$ cat config.mk
export PLATFORM = sky130hd
export DESIGN_NAME = ps2_keyboard_ascii
export DESIGN_NICKNAME = d
export VERILOG_FILES = /design/src/rtl/ps2_keyboard_ascii.sv
export SDC_FILE = /design/constraint.sdc
export NUM_CORES = 1
export LEC_CHECK = 0
export CAP_MARGIN = 20
export CORE_MARGIN = 2
export CORE_UTILIZATION = 44
export DETAILED_ROUTE_END_ITERATION = 8
export SLEW_MARGIN = 20
export SYNTH_ARGS = -nofsm -noshare
export SYNTH_HDL_FRONTEND = slang
export SYNTH_SLANG_ARGS = --single-unit
$ cat constraint.sdc
create_clock -name clk -period 7.7 [get_ports clk]
set_input_delay 2.31 -clock clk [delete_from_list [all_inputs] [get_ports clk]]
set_output_delay 2.31 -clock clk [all_outputs]
set_load 0.02 [all_outputs]
$ cat src/rtl/ps2_keyboard_ascii.sv
// PS/2 keyboard receiver with Set-2 scan-code to ASCII translation.
// Receives 11-bit frames on PS/2 clock falling edges, tracks shift and
// break/extended prefixes, and presents the ASCII code of the held key.
module ps2_keyboard_ascii #(
  parameter int unsigned Timeout = 50000
) (
  input  logic       clk,
  input  logic       rst_n,
  input  logic       ps2_clk,
  input  logic       ps2_data,
  output logic [7:0] asc,
  output logic       en,
  output logic       frame_err
);

  localparam int unsigned TmoW = $clog2(Timeout + 1);

  logic [1:0]      clk_sync_q;
  logic [1:0]      data_sync_q;
  logic            clk_prev_q;
  logic            fall;
  logic [3:0]      bit_cnt_q;
  logic [9:0]      frame_q;
  logic [TmoW-1:0] tmo_q;
  logic [7:0]      rx_byte_q;
  logic            rx_vld_q;
  logic            rx_err_q;
  logic            frame_ok;

  logic [7:0] asc_q, asc_d;
  logic [7:0] held_q, held_d;
  logic       shift_q, shift_d;
  logic       brk_q, brk_d;
  logic       ext_q, ext_d;
  logic       en_q, en_d;
  logic       err_q, err_d;
  logic [7:0] mapped;

  // Set-2 make code to ASCII; letters are upper-cased while shift is held.
  function automatic logic [7:0] key_ascii(input logic [7:0] code, input logic shifted);
    logic [7:0] a;
    a = 8'h00;
    case (code)
      8'h1C: a = 8'h61; 8'h32: a = 8'h62; 8'h21: a = 8'h63; 8'h23: a = 8'h64;
      8'h24: a = 8'h65; 8'h2B: a = 8'h66; 8'h34: a = 8'h67; 8'h33: a = 8'h68;
      8'h43: a = 8'h69; 8'h3B: a = 8'h6A; 8'h42: a = 8'h6B; 8'h4B: a = 8'h6C;
      8'h3A: a = 8'h6D; 8'h31: a = 8'h6E; 8'h44: a = 8'h6F; 8'h4D: a = 8'h70;
      8'h15: a = 8'h71; 8'h2D: a = 8'h72; 8'h1B: a = 8'h73; 8'h2C: a = 8'h74;
      8'h3C: a = 8'h75; 8'h2A: a = 8'h76; 8'h1D: a = 8'h77; 8'h22: a = 8'h78;
      8'h35: a = 8'h79; 8'h1A: a = 8'h7A;
      8'h45: a = 8'h30; 8'h16: a = 8'h31; 8'h1E: a = 8'h32; 8'h26: a = 8'h33;
      8'h25: a = 8'h34; 8'h2E: a = 8'h35; 8'h36: a = 8'h36; 8'h3D: a = 8'h37;
      8'h3E: a = 8'h38; 8'h46: a = 8'h39;
      8'h29: a = 8'h20; 8'h5A: a = 8'h0D; 8'h66: a = 8'h08;
      8'h4E: a = 8'h2D; 8'h55: a = 8'h3D; 8'h41: a = 8'h2C; 8'h49: a = 8'h2E;
      8'h4A: a = 8'h2F; 8'h4C: a = 8'h3B;
      default: a = 8'h00;
    endcase
    if (shifted && (a >= 8'h61) && (a <= 8'h7A)) begin
      a = a - 8'h20;
    end
    return a;
  endfunction

  // Falling edge of the synchronized PS/2 clock.
  assign fall = clk_prev_q & ~clk_sync_q[1];

  // Complete frame: frame_q[0] start, [8:1] data, [9] parity; stop is on the data line now.
  assign frame_ok = ~frame_q[0] & (^frame_q[9:1]) & data_sync_q[1];

  // Two-flop synchronizers; idle-high reset avoids a false edge after reset.
  always_ff @(posedge clk) begin
    if (!rst_n) begin
      clk_sync_q  <= 2'b11;
      data_sync_q <= 2'b11;
      clk_prev_q  <= 1'b1;
    end else begin
      clk_sync_q  <= {clk_sync_q[0], ps2_clk};
      data_sync_q <= {data_sync_q[0], ps2_data};
      clk_prev_q  <= clk_sync_q[1];
    end
  end

  // Bit collection, frame checking and partial-frame timeout.
  always_ff @(posedge clk) begin
    if (!rst_n) begin
      bit_cnt_q <= 4'd0;
      frame_q   <= 10'd0;
      tmo_q     <= '0;
      rx_byte_q <= 8'h00;
      rx_vld_q  <= 1'b0;
      rx_err_q  <= 1'b0;
    end else begin
      rx_vld_q <= 1'b0;
      rx_err_q <= 1'b0;
      if (fall) begin
        tmo_q <= '0;
        if (bit_cnt_q == 4'd10) begin
          bit_cnt_q <= 4'd0;
          rx_byte_q <= frame_q[8:1];
          rx_vld_q  <= frame_ok;
          rx_err_q  <= ~frame_ok;
        end else begin
          // Shift in at the top so the start bit lands in bit 0 after ten bits.
          frame_q   <= {data_sync_q[1], frame_q[9:1]};
          bit_cnt_q <= bit_cnt_q + 4'd1;
        end
      end else if (bit_cnt_q != 4'd0) begin
        if (tmo_q == TmoW'(Timeout - 1)) begin
          bit_cnt_q <= 4'd0;
          tmo_q     <= '0;
        end else begin
          tmo_q <= tmo_q + 1'b1;
        end
      end
    end
  end

  assign mapped = key_ascii(rx_byte_q, shift_q);

  // Byte interpretation: prefixes, shift tracking, make/break of mapped keys.
  always_comb begin
    asc_d   = asc_q;
    held_d  = held_q;
    shift_d = shift_q;
    brk_d   = brk_q;
    ext_d   = ext_q;
    en_d    = 1'b0;
    err_d   = rx_err_q;
    if (rx_vld_q) begin
      if (rx_byte_q == 8'hF0) begin
        brk_d = 1'b1;
      end else if (rx_byte_q == 8'hE0) begin
        ext_d = 1'b1;
      end else if (ext_q) begin
        ext_d = 1'b0;
        brk_d = 1'b0;
      end else if (brk_q) begin
        if ((rx_byte_q == 8'h12) || (rx_byte_q == 8'h59)) begin
          shift_d = 1'b0;
        end
        if (rx_byte_q == held_q) begin
          asc_d  = 8'h00;
          held_d = 8'h00;
        end
        brk_d = 1'b0;
      end else if ((rx_byte_q == 8'h12) || (rx_byte_q == 8'h59)) begin
        shift_d = 1'b1;
      end else if (mapped != 8'h00) begin
        asc_d  = mapped;
        held_d = rx_byte_q;
        en_d   = 1'b1;
      end
    end
  end

  // Decode state and output registers.
  always_ff @(posedge clk) begin
    if (!rst_n) begin
      asc_q   <= 8'h00;
      held_q  <= 8'h00;
      shift_q <= 1'b0;
      brk_q   <= 1'b0;
      ext_q   <= 1'b0;
      en_q    <= 1'b0;
      err_q   <= 1'b0;
    end else begin
      asc_q   <= asc_d;
      held_q  <= held_d;
      shift_q <= shift_d;
      brk_q   <= brk_d;
      ext_q   <= ext_d;
      en_q    <= en_d;
      err_q   <= err_d;
    end
  end

  assign asc       = asc_q;
  assign en        = en_q;
  assign frame_err = err_q;

endmodule

======== Word level (Yosys, flattened, before mapping) ========
Memories as Yosys holds them, arrays and structs flattened. A register that Yosys moved wholly into a read port is not among the register bits.
Cells that the tools add are included.
storage, ports and cells
  bits in registers ....................... 66
  memory bits (read-only) ................. 896
  bits of input ports ..................... 4
  output and inout bits ................... 10
  word-level logic and storage cells ...... 86
  memories ................................ 1
cells by class
  add/subtract/negate cells ............... 3
  $lt $le $gt $ge ......................... 2
  equal/unequal tests ..................... 10
  multiplexer cells ....................... 23
  bitwise operators ....................... 12
  reduce and logical (&&, ||, !) cells .... 19
memories
  name              depth  width  read ports  clocked after Yosys merged registers in  wr ports  line  source
  (name not given)  128    7      1           1                                        0         43    case (code)
operators with widths
  cell                                                             count
  two-way mux 8 bit                                                9
  adder 16 x 1 -> 16 bit (second input constant)                   1
  equality test 16 bit (second input constant)                     1
  equality test 8 bit (second input constant)                      2
  two-way mux 16 bit                                               1
  two-way mux 4 bit                                                4
  two-way mux 7 bit                                                2
  AND reduction 2 bit                                              5
  inverter 1 bit                                                   9
  parity 9 bit                                                     1
  equality test 8 x 5 -> 1 bit (second input constant)             1
  equality test 8 x 7 -> 1 bit (second input constant)             1
  equality test 8 bit                                              1
  >= comparator 8 x 7 -> 1 bit (second input constant)             1
  less-or-equal comparator 8 x 7 -> 1 bit (second input constant)  1
  nonzero test 8 bit                                               1
  subtractor 8 x 6 -> 8 bit (second input constant)                1
  two-way mux 1 bit                                                7
  AND reduction 7 bit                                              1
  OR reduction 7 bit                                               1
  nonzero test 2 bit                                               3
  AND reduction 5 bit                                              1
  adder 4 x 1 -> 4 bit (second input constant)                     1
  equality test 4 bit (second input constant)                      1
  other kinds (8)                                                  12

======== Logic depth before layout (Yosys ltp) ========
  depth in word-level cells ............... 9
  gate-level depth with buffers ........... 16
  depth with buffers taken out ............ 14

======== Worst setup path before layout ========
No wires, ideal clock.
  path type ............................... input -> register
  start ................................... in rst_n
  end ..................................... reg with a tool-made name
  library setup time ...................... 0.070 ns
  data arrival time ....................... 4.660 ns
  slack ................................... 2.971 ns
  stages on the path ...................... 11
  path buffers ............................ 2
  cells stage by stage .................... clkbuf_1 -> inv_1 -> clkbuf_1 -> a21oi_1 -> ha_1 -> and4b_1 -> nor4_1 -> a21oi_1 -> a2111oi_0 -> or4b_1 -> a21oi_1
RTL lines
  element      line  source
  from (decl)  8     input logic rst_n,

==> flow_metrics.py <==
metrics = {
    "outcome": {
        "outcome": "finished clean",
    },
    "critical_path": {
        "path_cells": "clkdlybuf4s50_1 -> inv_1 -> buf_4 -> a21oi_1 -> ha_1 -> and4b_1 -> nor4_1 -> a21oi_1 -> a2111oi_0 -> or4b_1 -> a21oi_1",
        "worstSetupEndpointType": "flop",
        "reg2reg_depth": 14,
        "worstPathArrival_ns": 5.64,
        "start_kind": "input port",
        "crit-reg2reg-launch": "bit_cnt_q[0]",
        "worstSetupStartpoint": "rst_n",
        "crit_path_top_delay_cell": "clkdlybuf4s50_1",
        "r2r_slack_ns": 3.40,
        "worstSetupPathType": "input port to flop",
        "cpMostUsedCell": "a21oi_1",
        "crit_fanout": 23,
        "slowest_delay_ns": 0.84,
        "cp_data_required_time_ns": 7.98,
    },
    "die": {
        "dieArea_sq_um": 10750,
        "pin_count": 14,
        "die_h_um": 103.7,
        "die_x_um": 103.7,
        "start_util": 0.4495,
        "coreArea_sq_um": 9729,
        "num_rows": 36,
    },
    "timing": {
        "fin_crit_ns": 5.364,
        "fin_hold_ws_ns": 0.4369,
        "slew_headroom": 0.2426,
        "fmax_mhz": 186.4,
        "fin_skew_ns": 0.01132,
        "rsz0062_at_grt": "no",
        "final-setup-viol-count": 0,
        "finalSetupTns_ns": 0,
        "finalCritPeriodShare": 0.6967,
        "finalHoldViolCount": 0,
        "finalMaxSlewViolations": 0,
        "tightest_slew_ns": 1.124,
    },
    "logic_synthesis": {
        "syn_nets": 561,
        "yosysMostFrequentCell": "dfxtp_1",
        "synth_async_sr_flop_share": 0,
        "synth-edff-count": 0,
        "seq_area_frac_synth": 0.3342,
        "yosys_warnings": 0,
        "syn_area_per_cell_sq_um": 8.053,
        "synth.top_cells.by_count": "73 x dfxtp_1, 65 x nand2_1, 44 x a21oi_1",
        "synth.area.top_cells": "dfxtp_1 33%, nand2_1 5.6%, a21oi_1 5.0%",
        "synthCells": 543,
        "netlist_area_sq_um": 4373,
        "synth_seq_cells": 73,
        "synth_area_leader_cell": "dfxtp_1",
        "synth_ff_type": "dfxtp_1",
        "yosys.cell_types.count": 73,
        "yosysTopAreaCellShare": 0.3342,
    },
    "clock_tree": {
        "clkSinkCount": 73,
        "numCtsBuffers": 9,
        "path_clk_slew_ns": 0.08,
        "clock-root-buffer": "clkbuf_8",
        "htreeDepth": 3,
        "holdBufCountCts": 0,
        "clk_latency_ns": 0.35,
        "cts_tree": "built",
        "cts-resized-gates": 0,
        "post_cts_buffers": 0,
        "cts.path.max_buffers": 2,
    },
    "drt": {
        "drtIter0Drc": 344,
        "avgViaCountPerCell": 6.083,
        "wl_per_cell_um": 18.95,
        "drt-total-wl_um": 12620,
        "routed-via-count": 4051,
        "detail-route-antenna-nets": 0,
        "route.detailed.drc": 0,
        "dr.pass1.iters": 5,
    },
    "place": {
        "io_buffers": 13,
        "hpwl_um": 8742,
        "placed_cells": 651,
        "place_congestion": 0.8890,
    },
    "global_route": {
        "track_usage": 0.2368,
        "grt_max_degree": 29,
        "grt_pass1_wl_um": 20330,
        "grt_pass1_vias": 3792,
        "overflow": 0,
        "antenna_found_initial": 0,
    },
    "hold_path": {
        "min-delay-start": "err_d",
        "hp-class": "flop to flop",
    },
    "finish": {
        "instances_no_fill": 666,
        "n_antenna_cell": 0,
        "nets": 547,
        "layout-drive-gt1-share": 0.06004,
        "area_growth_pct": 7.611,
    },
    "pwr": {
        "p_per_area_nw_per_um2": 156.6,
        "leakage_nw": 1.598,
        "peakVddDrop_mv": 0.08468,
    },
    "run": {
        "cap_violations": 0,
    },
}
[registers in the layout (all words and copies together) (netlist names), named ones only]
signal and count:
asc 8, bit_cnt_q 4, clk_prev_q 1, rx_vld_q 1, en 1, ext_q 1, frame_q 10, rx_byte_q 8
frame_err 1, data_sync_q 2, brk_q 1, shift_q 1, held_q 8, err_d 1, clk_sync_q 2, tmo_q 16
[through the flow]
step | instance area [sq um] | utilization | power [mW] | setup WS, ns
finish | 4706 | 0.4837 | 0.7371 | 2.336
global route | 4706 | 0.4837 | 0.7650 | 2.131
CTS | 4706 | 0.4837 | 0.7480 | 2.395
detailed placement | 4497 | 0.4622 | 0.4137 | 2.026
global placement | 4497 | 0.4622 | 0.4134 | 2.088
floorplan | 4373 | - | 0.4067 | 2.971
[per-layer routing]
| layer | part of all wire | up-vias | GRT usage |
|---|---|---|---|
| li1 | - | 1925 | - |
| met1 | 0.46 | 1919 | 0.3222 |
| met2 | 0.44 | 166 | 0.3619 |
| met3 | 0.058 | 41 | 0.04468 |
| met4 | 0.040 | 0 | 0.1129 |
| met5 | 0 | - | 0 |
[critical path: cells and delay by family]
family                   cells  cell delay (ns)
adder cells (fa/ha/maj)      1             0.38
buffers and inverters        3             1.17
AND/OR/NAND/NOR              3             0.83
AO/OA/AOI/OAI                4             0.96
[how the worst min path moves through the flow]
stage | cells past startpoint | slack (ns) | end
after floorplan | 1 | 0.39 | clk_sync_q[1]
after global placement | 1 | 0.42 | frame_err
after detailed placement | 1 | 0.42 | frame_err
after CTS | 1 | 0.44 | frame_err
after global routing | 1 | 0.46 | frame_err
final | 1 | 0.44 | frame_err
[cell usage in the layout, fill, tap and decap left out, types with 11 or more instances in the layout]
master | netlist | final
dfxtp_1 | 73 | 73
nand2_1 | 65 | 65
a21oi_1 | 44 | 44
nor2_1 | 40 | 40
xnor2_1 | 23 | 23
inv_1 | 22 | 22
nand2b_1 | 17 | 17
nor3_1 | 17 | 17
o21ai_0 | 15 | 15
ha_1 | 14 | 14
a22o_1 | 13 | 13
clkdlybuf4s50_1 | 0 | 13
a31oi_1 | 12 | 12
nand4_1 | 11 | 11
[cell type report]
cell class                 count  area, sq um
clock buffer                  10        127.6
clock inverter                 5        81.33
fill                         988         5024
inverter                      23        86.33
multi-input combinational    404         2615
sequential                    73         1461
tap                          133        166.4
timing repair buffer          18        167.7
[cells by family after synthesis]
group,share of synthesized area
AO/OA/AOI/OAI,0.2275
XOR/XNOR,0.06409
adder cells (fa/ha/maj),0.04006
buffers and inverters,0.06781
flip-flops,0.3342
multiplexers,0.01860
AND/OR/NAND/NOR,0.2478
[power breakdown]
part | internal (mW) | leakage, nW | switching (mW)
clock network | 0.181 | 0.102 | 0.151
registers | 0.379 | 0.589 | 0.00164
logic | 0.00727 | 0.907 | 0.0168
total | 0.568 | 1.60 | 0.170
Power figures use the tool's default switching activity.
